--- src/rtl/read_threshold_pkg.sv ---
// Shared definitions for the read_threshold frame source: FSM encoding,
// pixel-pair field layout and the per-pixel binary threshold.
package read_threshold_pkg;

    typedef enum logic [2:0] {
        ST_IDLE,
        ST_VSYNC,
        ST_HBLANK,
        ST_ROW,
        ST_DRAIN
    } state_t;

    localparam int PIXEL_W   = 24;
    localparam int EVEN_LSB  = 24;
    localparam int ODD_LSB   = 0;
    localparam int RED_LSB   = 16;
    localparam int GREEN_LSB = 8;
    localparam int BLUE_LSB  = 0;

    // Gray is approximated by R+G+B against 3*thr; ties resolve to black.
    function automatic logic [23:0] threshold_pixel(input logic [23:0] rgb,
                                                    input logic [7:0]  thr);
        logic [9:0] sum;
        logic [9:0] limit;
        sum   = {2'b00, rgb[RED_LSB +: 8]} + {2'b00, rgb[GREEN_LSB +: 8]}
              + {2'b00, rgb[BLUE_LSB +: 8]};
        limit = 10'd3 * {2'b00, thr};
        return (sum > limit) ? 24'hFF_FFFF : 24'h00_0000;
    endfunction

endpackage

--- src/rtl/pixel_threshold.sv ---
// Registered two-pixel threshold stage; carries the pair-valid flag so the
// pulse and the data it qualifies leave on the same cycle.
module pixel_threshold
    import read_threshold_pkg::*;
#(
    parameter int THRESHOLD = 90
) (
    input  logic        clk,
    input  logic        reset,
    input  logic        valid_in,
    input  logic [47:0] pair_in,
    output logic        horizontal_Pulse,
    output logic [7:0]  data_Red_Even,
    output logic [7:0]  data_Green_Even,
    output logic [7:0]  data_Blue_Even,
    output logic [7:0]  data_Red_Odd,
    output logic [7:0]  data_Green_Odd,
    output logic [7:0]  data_Blue_Odd
);

    logic [23:0] even_px;
    logic [23:0] odd_px;

    always_comb begin
        even_px = threshold_pixel(pair_in[EVEN_LSB +: PIXEL_W], 8'(THRESHOLD));
        odd_px  = threshold_pixel(pair_in[ODD_LSB +: PIXEL_W], 8'(THRESHOLD));
    end

    // Data is forced to zero outside valid pairs so blanking never leaks memory contents.
    always_ff @(posedge clk or negedge reset) begin
        if (!reset) begin
            horizontal_Pulse <= 1'b0;
            data_Red_Even    <= 8'd0;
            data_Green_Even  <= 8'd0;
            data_Blue_Even   <= 8'd0;
            data_Red_Odd     <= 8'd0;
            data_Green_Odd   <= 8'd0;
            data_Blue_Odd    <= 8'd0;
        end else begin
            horizontal_Pulse <= valid_in;
            if (valid_in) begin
                data_Red_Even   <= even_px[RED_LSB +: 8];
                data_Green_Even <= even_px[GREEN_LSB +: 8];
                data_Blue_Even  <= even_px[BLUE_LSB +: 8];
                data_Red_Odd    <= odd_px[RED_LSB +: 8];
                data_Green_Odd  <= odd_px[GREEN_LSB +: 8];
                data_Blue_Odd   <= odd_px[BLUE_LSB +: 8];
            end else begin
                data_Red_Even   <= 8'd0;
                data_Green_Even <= 8'd0;
                data_Blue_Even  <= 8'd0;
                data_Red_Odd    <= 8'd0;
                data_Green_Odd  <= 8'd0;
                data_Blue_Odd   <= 8'd0;
            end
        end
    end

endmodule

--- src/rtl/read_threshold.sv ---
// Frame source: walks the frame memory pair by pair with row/frame timing
// and hands each word to the threshold stage two cycles after its address.
module read_threshold
    import read_threshold_pkg::*;
#(
    parameter int IMAGE_WIDTH  = 768,
    parameter int IMAGE_HEIGHT = 512,
    parameter int THRESHOLD    = 90,
    parameter int H_BLANK      = 160,
    parameter int ADDR_WIDTH   = 18
) (
    input  logic                  clk,
    input  logic                  reset,
    input  logic                  start,
    output logic [ADDR_WIDTH-1:0] mem_Addr,
    input  logic [47:0]           mem_Data,
    output logic                  vertical_Pulse,
    output logic                  horizontal_Pulse,
    output logic [7:0]            data_Red_Even,
    output logic [7:0]            data_Green_Even,
    output logic [7:0]            data_Blue_Even,
    output logic [7:0]            data_Red_Odd,
    output logic [7:0]            data_Green_Odd,
    output logic [7:0]            data_Blue_Odd,
    output logic                  sig_Read_Done
);

    localparam int PAIRS   = IMAGE_WIDTH / 2;
    localparam int PAIR_W  = $clog2(PAIRS + 1);
    localparam int ROW_W   = $clog2(IMAGE_HEIGHT + 1);
    localparam int BLANK_W = $clog2(H_BLANK + 1);

    localparam logic [PAIR_W-1:0]  LAST_PAIR  = PAIR_W'(PAIRS - 1);
    localparam logic [ROW_W-1:0]   LAST_ROW   = ROW_W'(IMAGE_HEIGHT - 1);
    localparam logic [BLANK_W-1:0] LAST_BLANK = BLANK_W'(H_BLANK - 1);

    state_t               state;
    logic [PAIR_W-1:0]    pair_cnt;
    logic [ROW_W-1:0]     row_cnt;
    logic [BLANK_W-1:0]   blank_cnt;
    logic                 drain_cnt;
    logic                 row_d1;

    // row_d1 marks the cycle mem_Data answers a ROW address; DRAIN lets the last two pairs leave.
    always_ff @(posedge clk or negedge reset) begin
        if (!reset) begin
            state          <= ST_IDLE;
            pair_cnt       <= '0;
            row_cnt        <= '0;
            blank_cnt      <= '0;
            drain_cnt      <= 1'b0;
            row_d1         <= 1'b0;
            mem_Addr       <= '0;
            vertical_Pulse <= 1'b0;
            sig_Read_Done  <= 1'b0;
        end else begin
            vertical_Pulse <= 1'b0;
            row_d1         <= (state == ST_ROW);
            case (state)
                ST_IDLE: begin
                    if (start) begin
                        state          <= ST_VSYNC;
                        vertical_Pulse <= 1'b1;
                        sig_Read_Done  <= 1'b0;
                        mem_Addr       <= '0;
                        pair_cnt       <= '0;
                        row_cnt        <= '0;
                    end
                end
                ST_VSYNC: begin
                    state     <= ST_HBLANK;
                    blank_cnt <= '0;
                end
                ST_HBLANK: begin
                    if (blank_cnt == LAST_BLANK) begin
                        state <= ST_ROW;
                    end else begin
                        blank_cnt <= blank_cnt + BLANK_W'(1);
                    end
                end
                ST_ROW: begin
                    mem_Addr <= mem_Addr + ADDR_WIDTH'(1);
                    if (pair_cnt == LAST_PAIR) begin
                        pair_cnt <= '0;
                        if (row_cnt == LAST_ROW) begin
                            row_cnt   <= '0;
                            drain_cnt <= 1'b0;
                            state     <= ST_DRAIN;
                        end else begin
                            row_cnt   <= row_cnt + ROW_W'(1);
                            blank_cnt <= '0;
                            state     <= ST_HBLANK;
                        end
                    end else begin
                        pair_cnt <= pair_cnt + PAIR_W'(1);
                    end
                end
                ST_DRAIN: begin
                    if (drain_cnt) begin
                        sig_Read_Done <= 1'b1;
                        state         <= ST_IDLE;
                    end else begin
                        drain_cnt <= 1'b1;
                    end
                end
                default: state <= ST_IDLE;
            endcase
        end
    end

    pixel_threshold #(
        .THRESHOLD (THRESHOLD)
    ) u_pixel_threshold (
        .clk              (clk),
        .reset            (reset),
        .valid_in         (row_d1),
        .pair_in          (mem_Data),
        .horizontal_Pulse (horizontal_Pulse),
        .data_Red_Even    (data_Red_Even),
        .data_Green_Even  (data_Green_Even),
        .data_Blue_Even   (data_Blue_Even),
        .data_Red_Odd     (data_Red_Odd),
        .data_Green_Odd   (data_Green_Odd),
        .data_Blue_Odd    (data_Blue_Odd)
    );

endmodule

--- config.mk ---
export PLATFORM = sky130hd
export DESIGN_NAME = read_threshold
export DESIGN_NICKNAME = d
export VERILOG_FILES = /design/src/rtl/read_threshold_pkg.sv /design/src/rtl/pixel_threshold.sv /design/src/rtl/read_threshold.sv
export SDC_FILE = /design/constraint.sdc
export NUM_CORES = 1
export LEC_CHECK = 0
export ABC_CLOCK_PERIOD_IN_PS = 2000
export BUFFER_PORTS_ARGS = -buffer_cell sky130_fd_sc_hd__buf_2
export CORE_MARGIN = 2
export CORE_UTILIZATION = 49
export DETAILED_ROUTE_END_ITERATION = 16
export GPL_ROUTABILITY_DRIVEN = 0
export PLACE_DENSITY = 0.8
export SLEW_MARGIN = 40
export SYNTH_ARGS = -nofsm -noshare
export SYNTH_HDL_FRONTEND = slang
export SYNTH_SLANG_ARGS = --single-unit
--- constraint.sdc ---
create_clock -name clk -period 2 [get_ports clk]
set_input_delay 0.3 -clock clk [delete_from_list [all_inputs] [get_ports clk]]
set_output_delay 0.3 -clock clk [all_outputs]
set_load 0.1 [all_outputs]
==> impl_metrics.sql <==
INSERT INTO impl_metrics (metric_group, metric, value, unit) VALUES
('status', 'run_status', 'finished, violations left', ''),
('status', 'violations', 'setup timing', ''),
('grt', 'grt_first_pass_wirelength', '17600', 'um'),
('clocking', 'htree_num_levels', '2', ''),
('pwr', 'power_density', '511', 'nW/um2'),
('floorplan', 'die_area', '9840', 'um2'),
('floorplan', 'die_height', '99.2', 'um'),
('final_layout', 'area_growth', '28.8', '%'),
('worst_hold_path', 'worstHoldPathType', 'input port to flip-flop', ''),
('routing', 'route.antenna.remaining_nets', '0', ''),
('synthesis', 'main_flop_type_after_synthesis', 'sky130_fd_sc_hd__dfrtp_1', ''),
('final_layout', 'fillerInstances', '686', ''),
('final_layout', 'layout.cells.most_common', 'sky130_fd_sc_hd__buf_2', ''),
('clocking', 'clk_lat_worst_skew', '310', 'ps'),
('timing', 'fin_worst_skew', '15.3', 'ps'),
('timing', 'timing.final.ws_setup', '-772', 'ps'),
('synthesis', 'syn_area_per_cell', '8.55', 'um2'),
('grt', 'via_count_of_the_first_global_routing_pass', '4078', ''),
('pwr', 'leakage', '0.00279', 'uW'),
('timing', 'tightestPinTransition', '497', 'ps'),
('grt', 'grt_most_used_layer', 'met2', ''),
('placed_design', 'hpwl', '8250', 'um'),
('pwr', 'vdd_drop_max', '0.280', 'mV'),
('routing', 'vias_per_cell', '5.58', ''),
('pwr', 'post-layout-total-power', '2920', 'uW'),
('floorplan', 'die_x', '99.2', 'um'),
('grt', 'globalRouteMet2Util', '0.380', ''),
('timing', 'final-hold-violation-count', '0', ''),
('timing', 'fmax', '0.361', 'GHz'),
('final_layout', 'diodes', '0', ''),
('grt', 'gr-usage-met3', '0.0330', ''),
('final_layout', 'final_net_count', '760', ''),
('timing', 'timing.slew.headroom', '0.668', ''),
('synthesis', 'synthCells', '519', ''),
('timing', 'setup_repair_after_global_routing_missed_its_margin', 'true', ''),
('grt', 'grt_util_met1', '0.264', ''),
('synthesis', 'synth_enable_flop_cells', '0', ''),
('setup_path', 'critical_path_class', 'input port to flip-flop', ''),
('grt', 'aggregate_global_route_resource_usage', '0.211', ''),
('grt', 'grt-ovfl-total', '0', ''),
('setup_path', 'worstPathRequired', '2190', 'ps'),
('floorplan', 'design.core.area', '8760', 'um2'),
('setup_path', 'worst_setup_path_end_kind', 'flip-flop', ''),
('routing', 'dr_vias', '4332', ''),
('synthesis', 'ffs_w_async_s_r_synth', '1.00', ''),
('synthesis', 'netlist-cell-type-count', '64', ''),
('grt', 'grt_antenna_before_repair', '0', ''),
('final_layout', 'final_cell_mix', 'sky130_fd_sc_hd__buf_2, sky130_fd_sc_hd__buf_4, sky130_fd_sc_hd__dfrtp_1', ''),
('routing', 'drt_first_iter_violations', '232', ''),
('synthesis', 'portion_of_the_post_synthesis_area_used_by_sequential_elements', '0.310', ''),
('setup_path', 'reg2regPathDepth', '7', ''),
('setup_path', 'worst_path_arrival', '2960', 'ps'),
('final_layout', 'final_layout_size_suffix_gt1_frac', '0.395', ''),
('clocking', 'clock_sink_count', '55', ''),
('synthesis', 'synth_warnings', '0', ''),
('synthesis', 'synthesis.nets', '612', ''),
('setup_path', 'cp-start-kind', 'input port', ''),
('routing', 'detail_route.wl_per_cell', '14.0', 'um'),
('worst_hold_path', 'holdPathStages', '3', ''),
('timing', 'min_period_over_period', '1.39', ''),
('setup_path', 'worstPathMaxFanout', '4', ''),
('routing', 'detail_route.first_pass.iterations', '5', ''),
('synthesis', 'netlist_area', '4440', 'um2'),
('timing', 'final-setup-viol-count', '2', ''),
('synthesis', 'ys_seq_elements', '55', ''),
('clocking', 'cts_made_buffers', '5', ''),
('timing', 'final_max_slew_violation_count', '0', ''),
('placed_design', 'numPortBuffers', '119', ''),
('clocking', 'clock_tree.buffer_depth', '2', ''),
('timing', 'timing.setup.tns', '-1380', 'ps'),
('flow_run', 'drv.max_cap_violation_count', '0', ''),
('grt', 'grt_start_max_net_pins', '29', ''),
('floorplan', 'ioPinCount', '120', ''),
('routing', 'detail_route.drc_violations', '0', ''),
('floorplan', 'floorplan.rows', '34', ''),
('routing', 'finalWirelength', '10900', 'um'),
('clocking', 'clk_transition_reported_paths', '100', 'ps'),
('timing', 'final_period_minus_worst_setup_slack', '2770', 'ps'),
('clocking', 'tritoncts', 'done', ''),
('timing', 'fin_worst_hold_slack', '381', 'ps'),
('clocking', 'clk_root_buffer_cell', 'sky130_fd_sc_hd__clkbuf_8', ''),
('floorplan', 'start_util', '0.507', '');
through the flow:
step / setup slack (ps) / utilization / instance area [um2] / cells
after floorplan: -768 / - / 4530 / 519
after global placement: -957 / 0.614 / 5380 / 757
after detailed placement: -1080 / 0.614 / 5380 / 757
after CTS: -725 / 0.633 / 5550 / 768
after global routing: -896 / 0.652 / 5720 / 776
final: -772 / 0.652 / 5720 / 776
synth_stat cells (2+ instances only):
master	instances	area [um2]
sky130_fd_sc_hd__and3_1	12	75.1
sky130_fd_sc_hd__nor4_1	3	18.8
sky130_fd_sc_hd__nand4_1	10	62.6
sky130_fd_sc_hd__o31ai_1	7	52.6
sky130_fd_sc_hd__dfrtp_1	55	1380
sky130_fd_sc_hd__a31o_2	2	17.5
sky130_fd_sc_hd__xor2_1	9	78.8
sky130_fd_sc_hd__a21o_1	6	45.0
sky130_fd_sc_hd__a211oi_1	4	30.0
sky130_fd_sc_hd__o21ai_1	21	105
sky130_fd_sc_hd__or2_2	2	12.5
sky130_fd_sc_hd__nand3_1	22	110
sky130_fd_sc_hd__nor2b_1	7	43.8
sky130_fd_sc_hd__nand2b_1	5	31.3
sky130_fd_sc_hd__xnor2_1	10	87.6
sky130_fd_sc_hd__a32oi_1	3	26.3
sky130_fd_sc_hd__inv_1	16	60.1
sky130_fd_sc_hd__buf_4	46	345
sky130_fd_sc_hd__nand2_1	43	161
sky130_fd_sc_hd__nand3_2	2	20.0
sky130_fd_sc_hd__a31oi_1	6	37.5
sky130_fd_sc_hd__o2111ai_1	4	35.0
sky130_fd_sc_hd__o22ai_1	2	12.5
sky130_fd_sc_hd__buf_6	2	22.5
sky130_fd_sc_hd__ha_1	38	475
sky130_fd_sc_hd__o41ai_1	3	26.3
sky130_fd_sc_hd__nor2_1	43	161
sky130_fd_sc_hd__nor3_1	10	50.1
sky130_fd_sc_hd__nand3b_1	3	22.5
sky130_fd_sc_hd__a21oi_1	24	120
sky130_fd_sc_hd__o21ai_0	47	235
sky130_fd_sc_hd__clkbuf_1	4	15.0
sky130_fd_sc_hd__o21a_1	6	45.0
sky130_fd_sc_hd__fa_1	4	80.1
sky130_fd_sc_hd__nor2_4	2	22.5
sky130_fd_sc_hd__or3_1	2	12.5
sky130_fd_sc_hd__o211ai_1	4	30.0
sky130_fd_sc_hd__a22o_1	2	17.5
sky130_fd_sc_hd__buf_2	3	15.0
final cells by class:
cell class	count	area [um2]	share of cell area
timing repair buffer	197	1230	0.216
inverter	18	72.6	0.0127
clock buffer	7	86.3	0.0151
clock inverter	1	5.00	0.000875
tap	108	135	0.0236
sequential	55	1400	0.245
multi-input combinational	390	2780	0.487
path summary, 6_finish.rpt:
kind / start / end / slack (ps)
worst max-delay path: mem_Data[33] / u_pixel_threshold.data_Blue_Even[6] / -770
worst min-delay path: start / state[0] / 380
worst max register to register: pair_cnt[0] / blank_cnt[6] / 120
worst min register to register: row_d1 / u_pixel_threshold.horizontal_Pulse / 480
max in group asynchronous: reset / row_cnt[4] / 880
min in group asynchronous: reset / pair_cnt[5] / 420
registers in the layout (all words and copies together) (netlist names):
| name | cells |
|---|---|
| drain_cnt | 1 |
| u_pixel_threshold.horizontal_Pulse | 1 |
| state | 3 |
| row_d1 | 1 |
| u_pixel_threshold.data_Blue_Odd | 1 |
| vertical_Pulse | 1 |
| pair_cnt | 9 |
| row_cnt | 10 |
| mem_Addr | 18 |
| sig_Read_Done | 1 |
| u_pixel_threshold.data_Blue_Even | 1 |
| blank_cnt | 8 |
power by group:
| group | switching (uW) | internal (uW) |
|---|---|---|
| Clock | 350 | 280 |
| Combinational | 575 | 599 |
| Sequential | 2.84 | 1110 |
| Total | 928 | 1990 |
what timing repair did:
action	CTS	global route
setup buffers	2	8
setup endpoints to repair	9	6
hold buffers	1	0
hold endpoints to repair	13	0
resized for setup	13	21
pin swaps	14	31
kinds of logic (layout without fill, tap and decap cells):
| group | count (synthesis) | after routing | share of synthesized area |
|---|---|---|---|
| adder cells (fa/ha/maj) | 42 | 42 | 0.125 |
| AO/OA/AOI/OAI | 152 | 152 | 0.214 |
| buffers and inverters | 74 | 223 | 0.107 |
| XOR/XNOR | 19 | 19 | 0.0375 |
| multiplexers | 2 | 2 | 0.00479 |
| AND/OR/NAND/NOR | 175 | 175 | 0.201 |
| flip-flops | 55 | 55 | 0.310 |
layer usage:
| metal | routed length [um] | vias to the layer above |
|---|---|---|
| met5 | 0 | - |
| met4 | 142 | 0 |
| met3 | 502 | 15 |
| met2 | 5480 | 122 |
| met1 | 4750 | 2059 |
| li1 | - | 2136 |
worst max-delay path: stages:
cell,delay [ps]
sky130_fd_sc_hd__buf_2,130
sky130_fd_sc_hd__ha_4,230
sky130_fd_sc_hd__a21o_1,160
sky130_fd_sc_hd__a21oi_2,160
sky130_fd_sc_hd__nor2b_1,70
sky130_fd_sc_hd__o21ai_1,150
sky130_fd_sc_hd__nor2b_2,180
sky130_fd_sc_hd__xnor2_1,80
sky130_fd_sc_hd__ha_1,350
sky130_fd_sc_hd__buf_4,160
sky130_fd_sc_hd__o21ai_0,210
sky130_fd_sc_hd__a32oi_1,120
sky130_fd_sc_hd__a221o_1,390
sky130_fd_sc_hd__o211ai_1,180
sky130_fd_sc_hd__o211ai_1,100
No activity file was read; power rests on OpenSTA's default activity.
